**src/rtl/render_pkg.sv**
```systemverilog
// Shared types and frame constants for the raster render path.
package render_pkg;

    localparam int FRAME_WIDTH  = 512;
    localparam int FRAME_HEIGHT = 384;

    typedef logic [11:0] rgb12_t;

    typedef struct packed {
        logic [10:0] x;
        logic [9:0]  y;
    } pixel_coord_t;

    typedef enum logic [1:0] {
        IDLE  = 2'd0,
        SCAN  = 2'd1,
        DRAIN = 2'd2
    } raster_state_t;

endpackage

```
**src/rtl/coord_fifo.sv**
```systemverilog
// Synchronous coordinate FIFO holding the in-flight shade requests in issue order.
module coord_fifo
    import render_pkg::*;
#(
    parameter int DEPTH = 8
) (
    input  logic         clk_in,
    input  logic         rst_in,
    input  logic         push_i,
    input  pixel_coord_t push_data_i,
    input  logic         pop_i,
    output pixel_coord_t pop_data_o,
    output logic         full_o,
    output logic         empty_o
);

    localparam int AW = (DEPTH > 1) ? $clog2(DEPTH) : 1;
    localparam logic [AW-1:0] LAST_PTR  = AW'(DEPTH - 1);
    localparam logic [AW:0]   DEPTH_CNT = (AW + 1)'(DEPTH);

    pixel_coord_t  mem_q [DEPTH];
    logic [AW-1:0] wrPtr_q, wrPtr_d;
    logic [AW-1:0] rdPtr_q, rdPtr_d;
    logic [AW:0]   count_q, count_d;
    logic          pushOk, popOk;

    assign full_o     = (count_q == DEPTH_CNT);
    assign empty_o    = (count_q == '0);
    assign pushOk     = push_i && !full_o;
    assign popOk      = pop_i && !empty_o;
    assign pop_data_o = mem_q[rdPtr_q];

    always_comb begin
        wrPtr_d = wrPtr_q;
        rdPtr_d = rdPtr_q;
        count_d = count_q;
        if (pushOk) begin
            wrPtr_d = (wrPtr_q == LAST_PTR) ? '0 : wrPtr_q + 1'b1;
        end
        if (popOk) begin
            rdPtr_d = (rdPtr_q == LAST_PTR) ? '0 : rdPtr_q + 1'b1;
        end
        // Occupancy only moves when exactly one side transfers.
        if (pushOk && !popOk) begin
            count_d = count_q + 1'b1;
        end else if (popOk && !pushOk) begin
            count_d = count_q - 1'b1;
        end
    end

    always_ff @(posedge clk_in) begin
        if (rst_in) begin
            wrPtr_q <= '0;
            rdPtr_q <= '0;
            count_q <= '0;
        end else begin
            wrPtr_q <= wrPtr_d;
            rdPtr_q <= rdPtr_d;
            count_q <= count_d;
        end
    end

    always_ff @(posedge clk_in) begin
        if (pushOk) begin
            mem_q[wrPtr_q] <= push_data_i;
        end
    end

endmodule

```
**src/rtl/block_raster_sequencer.sv**
```systemverilog
// Walks the frame in raster order issuing shade requests, then pairs in-order
// shader responses with their coordinates to form the frame-buffer write stream.
module block_raster_sequencer
    import render_pkg::*;
#(
    parameter int WIDTH        = FRAME_WIDTH,
    parameter int HEIGHT       = FRAME_HEIGHT,
    parameter int MAX_INFLIGHT = 8
) (
    input  logic        clk_in,
    input  logic        rst_in,
    input  logic        frame_start,
    output logic        shade_req_valid,
    input  logic        shade_req_ready,
    output logic [10:0] shade_req_x,
    output logic [9:0]  shade_req_y,
    input  logic        shade_resp_valid,
    input  logic [11:0] shade_resp_rgb,
    input  logic        shade_resp_hit,
    output logic [10:0] x_out_block,
    output logic [9:0]  y_out_block,
    output logic [3:0]  r_out_formatted,
    output logic [3:0]  g_out_formatted,
    output logic [3:0]  b_out_formatted,
    output logic        block_visible,
    output logic        valid_out,
    output logic        busy,
    output logic        frame_done,
    output logic [7:0]  overrun_count,
    output logic        proto_err
);

    localparam logic [10:0] LAST_X = 11'(WIDTH - 1);
    localparam logic [9:0]  LAST_Y = 10'(HEIGHT - 1);

    raster_state_t state_q, state_d;
    logic [10:0]   issueX_q, issueX_d;
    logic [9:0]    issueY_q, issueY_d;
    logic          reqValid, handshake, respPop;
    logic          fifoFull, fifoEmpty;
    pixel_coord_t  issueCoord, headCoord;

    logic [10:0]   outX_q;
    logic [9:0]    outY_q;
    rgb12_t        outRgb_q;
    logic          outHit_q;
    logic          outValid_q;
    logic          frameDone_q;
    logic [7:0]    overrun_q;
    logic          protoErr_q;

    assign issueCoord = '{x: issueX_q, y: issueY_q};
    assign handshake  = reqValid && shade_req_ready;
    assign respPop    = shade_resp_valid && !fifoEmpty;

    coord_fifo #(
        .DEPTH(MAX_INFLIGHT)
    ) u_coord_fifo (
        .clk_in     (clk_in),
        .rst_in     (rst_in),
        .push_i     (handshake),
        .push_data_i(issueCoord),
        .pop_i      (shade_resp_valid),
        .pop_data_o (headCoord),
        .full_o     (fifoFull),
        .empty_o    (fifoEmpty)
    );

    always_comb begin
        state_d  = state_q;
        issueX_d = issueX_q;
        issueY_d = issueY_q;
        reqValid = 1'b0;
        case (state_q)
            IDLE: begin
                if (frame_start) begin
                    state_d  = SCAN;
                    issueX_d = '0;
                    issueY_d = '0;
                end
            end
            SCAN: begin
                reqValid = !fifoFull;
                if (handshake) begin
                    if (issueX_q == LAST_X && issueY_q == LAST_Y) begin
                        state_d  = DRAIN;
                        issueX_d = '0;
                        issueY_d = '0;
                    end else if (issueX_q == LAST_X) begin
                        issueX_d = '0;
                        issueY_d = issueY_q + 10'd1;
                    end else begin
                        issueX_d = issueX_q + 11'd1;
                    end
                end
            end
            DRAIN: begin
                // Leave once the final pixel has been presented on the write port.
                if (frameDone_q) begin
                    state_d = IDLE;
                end
            end
            default: begin
                state_d = IDLE;
            end
        endcase
    end

    always_ff @(posedge clk_in) begin
        if (rst_in) begin
            state_q  <= IDLE;
            issueX_q <= '0;
            issueY_q <= '0;
        end else begin
            state_q  <= state_d;
            issueX_q <= issueX_d;
            issueY_q <= issueY_d;
        end
    end

    always_ff @(posedge clk_in) begin
        if (rst_in) begin
            outX_q      <= '0;
            outY_q      <= '0;
            outRgb_q    <= '0;
            outHit_q    <= 1'b0;
            outValid_q  <= 1'b0;
            frameDone_q <= 1'b0;
            overrun_q   <= '0;
            protoErr_q  <= 1'b0;
        end else begin
            outValid_q  <= respPop;
            frameDone_q <= respPop && headCoord.x == LAST_X && headCoord.y == LAST_Y;
            if (respPop) begin
                outX_q   <= headCoord.x;
                outY_q   <= headCoord.y;
                outRgb_q <= shade_resp_rgb;
                outHit_q <= shade_resp_hit;
            end
            if (frame_start && state_q != IDLE && overrun_q != 8'hFF) begin
                overrun_q <= overrun_q + 8'd1;
            end
            if (shade_resp_valid && fifoEmpty) begin
                protoErr_q <= 1'b1;
            end
        end
    end

    assign shade_req_valid = reqValid;
    assign shade_req_x     = issueX_q;
    assign shade_req_y     = issueY_q;
    assign x_out_block     = outX_q;
    assign y_out_block     = outY_q;
    assign r_out_formatted = outRgb_q[11:8];
    assign g_out_formatted = outRgb_q[7:4];
    assign b_out_formatted = outRgb_q[3:0];
    assign block_visible   = outHit_q;
    assign valid_out       = outValid_q;
    assign busy            = (state_q != IDLE);
    assign frame_done      = frameDone_q;
    assign overrun_count   = overrun_q;
    assign proto_err       = protoErr_q;

endmodule

```
**config.mk**
```make
export PLATFORM = sky130hd
export DESIGN_NAME = block_raster_sequencer
export DESIGN_NICKNAME = d
export VERILOG_FILES = /design/src/rtl/render_pkg.sv /design/src/rtl/coord_fifo.sv /design/src/rtl/block_raster_sequencer.sv
export SDC_FILE = /design/constraint.sdc
export NUM_CORES = 1
export LEC_CHECK = 0
export ABC_AREA = 1
export CORE_MARGIN = 2
export CORE_UTILIZATION = 62
export CTS_CLUSTER_DIAMETER = 30
export DETAILED_ROUTE_END_ITERATION = 6
export PLACE_DENSITY = 0.82
export SYNTH_ARGS = -nofsm -noshare
export SYNTH_HDL_FRONTEND = slang
export SYNTH_SLANG_ARGS = --single-unit
```
**constraint.sdc**
```tcl
create_clock -name clk_in -period 6.45 [get_ports clk_in]
set_input_delay 1.935 -clock clk_in [delete_from_list [all_inputs] [get_ports clk_in]]
set_output_delay 1.935 -clock clk_in [all_outputs]
set_load 0.005 [all_outputs]
```
==> results.py <==
metrics = {
    "setup_path": {
        "reg2reg_slack_ns": 3.69,
        "worstSetupStartpointType": "primary input",
        "cp_max_fo": 32,
        "reg2reg_depth": 12,
        "worstPathArrival_ns": 4.53,
        "required_ns": 6.88,
        "critPathKind": "primary input to register",
        "r2r-end": "frame_done$_SDFF_PP0_",
        "endpoint_kind": "register",
    },
    "clocking": {
        "hold_buffers": 0,
        "cts_resized": 0,
        "clk_pin_slew_ns": 0.05,
        "clock_path_buffers": 3,
        "cts_tree": "yes",
        "root_buffer": "clkbuf_16",
        "cts_max_level": 2,
        "clock-sinks": 249,
        "postCtsSetupBuffers": 0,
        "insertion_delay_ns": 0.50,
        "cts_inserted_buffers": 40,
    },
    "sta": {
        "period_needed_ns": 4.10,
        "setup_viol": 0,
        "skew_ns": 0.0139,
        "rsz0062_at_grt": "no",
        "setup_tns_ns": 0,
        "slew_headroom_pct": 25.4,
        "slew_viol_final": 0,
        "layout_worst_path_cycle_share_pct": 63.6,
        "worst_pin_slew_ns": 1.12,
        "hold_viol": 0,
        "fmax_mhz": 244,
    },
    "yosys": {
        "ys_async_sr_fraction_pct": 0,
        "syn-instance-count": 1122,
        "synth_warnings": 0,
        "synth-simple-area-share_pct": 21.3,
        "synth-edff-count": 168,
        "synth_top_area_share_pct": 47.8,
        "synth_seq_cells": 249,
        "synth_largest_area_cell": "edfxtp_1",
        "ys.flop_type": "edfxtp_1",
        "muxShareOfSynthArea_pct": 0,
        "synth.area.top_cells": "edfxtp_1, dfxtp_1, nand2_1, nor2_1, inv_1",
        "yosys.cell_types.count": 36,
        "synthAdderAreaFrac_pct": 1.37,
        "yosysSeqAreaShare_pct": 63.2,
        "avgSynthCellArea_um2": 9.41,
        "synth_top_family_by_area": "simple AND/OR/NAND/NOR gates",
        "synth_compound_area_share_pct": 7.12,
        "syn-num-nets": 1151,
        "synthXorXnorAreaFrac_pct": 0.498,
        "syn_area_um2": 10600,
    },
    "worst_hold_path": {
        "whs_path_depth": 2,
        "whs_endpoint": "overrun_count[4]$_SDFFE_PP0P_",
        "min_from": "overrun_count[4]$_SDFFE_PP0P_",
        "min_path_type": "register to register",
    },
    "route": {
        "wl_per_cell_um": 17.8,
        "vias_per_cell": 5.65,
        "num_vias": 8289,
        "initialDrtViolationCount": 740,
        "ant_nets": 0,
        "wl_um": 26100,
        "drc": 0,
        "firstDrtPassIters": 5,
    },
    "floorplan": {
        "die_w_um": 134,
        "io_pins": 86,
        "start_util_pct": 63.4,
        "core-area_um2": 16600,
        "die_h_um": 134,
        "die-area_um2": 18100,
        "rows": 47,
    },
    "place": {
        "dpl_cell_area_um2": 11600,
        "dp_hpwl_um": 14400,
        "gp_congestion": 0.808,
        "port-buffer-count": 85,
    },
    "status": {
        "outcome": "complete, no violations",
    },
    "grt": {
        "grt_first_pass_wirelength_um": 41000,
        "grt_overflow_total": 0,
        "grt_usage_pct": 29.4,
        "grt_pass1_vias": 8201,
        "grt_max_degree": 69,
        "antenna_found_initial": 0,
    },
    "final_layout": {
        "final_core_util_pct": 78.2,
        "layout.nets": 1246,
        "n_antenna_cell": 0,
        "final_area_um2": 13000,
        "area_delta_synth_final_pct": 23.3,
        "final_common_cell": "nand2_1",
        "drive_above_1_share_pct": 8.42,
        "final_cell_mix": "nand2_1, edfxtp_1, nor2_1, inv_1, nand3_1",
        "fillCellCount": 976,
    },
    "run": {
        "cap_violations": 0,
    },
    "power": {
        "power_leakage_nw": 5.20,
        "pwr_density_cell_nw_per_um2": 417,
        "irDropWorstVdd_v": 0.000324,
    },
}
area by class of cell:
class,instances,area (um^2),area share (%)
flip-flops and latches,249,6670,51.2
clock buffers,46,1060,8.18
clock inverters,26,343,2.63
multi-input cells,701,3230,24.8
repair buffers,101,971,7.46
inverters,124,465,3.57
well taps,220,275,2.11
power by group:
group          switching (mW)  internal, mW
logic                   0.823         0.458
registers               0.105          1.84
clock network           0.736          1.47
how the worst max path moves through the flow:
stage / startpoint / end / depth (start not counted)
2_1_floorplan: shade_resp_valid / u_coord_fifo.count_q[3]$_SDFFE_PP0P_ / 12
3_3_place_gp: rst_in / overrun_count[6]$_SDFFE_PP0P_ / 5
3_5_place_dp: rst_in / u_coord_fifo.wrPtr_q[2]$_SDFFE_PP0P_ / 5
4_1_cts: rst_in / overrun_count[0]$_SDFFE_PP0P_ / 5
5_1_grt: rst_in / overrun_count[0]$_SDFFE_PP0P_ / 5
6_report: rst_in / overrun_count[0]$_SDFFE_PP0P_ / 5
synthesized netlist by cell type, types with 2 or more instances:
library cell / number
buf_4: 5
o21ai_0: 76
nor3b_1: 2
nand2_1: 280
a21oi_1: 45
xnor2_1: 3
buf_2: 12
a31oi_1: 4
nor2_1: 146
edfxtp_1: 168
nand2_4: 2
inv_2: 3
nor3_1: 4
dfxtp_1: 81
a211oi_1: 2
o211ai_1: 8
xor2_1: 3
nand4_1: 9
nand2_2: 2
nand3_1: 89
nor2_2: 4
clkbuf_1: 30
ha_1: 10
nand3b_1: 3
inv_1: 120
critical path, cell delays in order:
cell             delay, ns
clkdlybuf4s50_1       0.95
inv_1                 0.85
buf_4                 0.46
o21ai_0               0.16
a21oi_1               0.15
registers in the layout, indices dropped and copies added (netlist names), named ones only:
signal	flops
u_coord_fifo.mem_q	168
outRgb_q	12
shade_req_x	11
x_out_block	11
shade_req_y	10
y_out_block	10
overrun_count	8
u_coord_fifo.count_q	4
u_coord_fifo.rdPtr_q	3
u_coord_fifo.wrPtr_q	3
state_q	2
block_visible	1
frame_done	1
proto_err	1
valid_out	1
metrics by stage:
step	hold slack, ns	power (mW)	instances	setup WS [ns]
floorplan	0.447	2.75	1122	2.88
global placement	0.447	3.16	1395	1.99
detailed placement	0.456	3.21	1395	1.91
CTS	0.465	5.44	1467	2.35
global route	0.499	5.66	1467	2.16
finish	0.464	5.44	1467	2.35
layer usage:
layer | wire (um) | track usage, % | part of all wire, %
met1 | 9980 | 37.0 | 38
met2 | 13300 | 50.9 | 51
met3 | 2220 | 5.03 | 8.5
met4 | 638 | 12.0 | 2.4
met5 | 0 | 0 | 0
cell families after synthesis:
kind of cell,Yosys count
adders and majority gates,11
AOI/OAI and AO/OA,140
and+or+nand+nor,544
xor gates and xnor gates,6
DFF,249
buffers and inverters,172
Power figures use the tool's default switching activity.
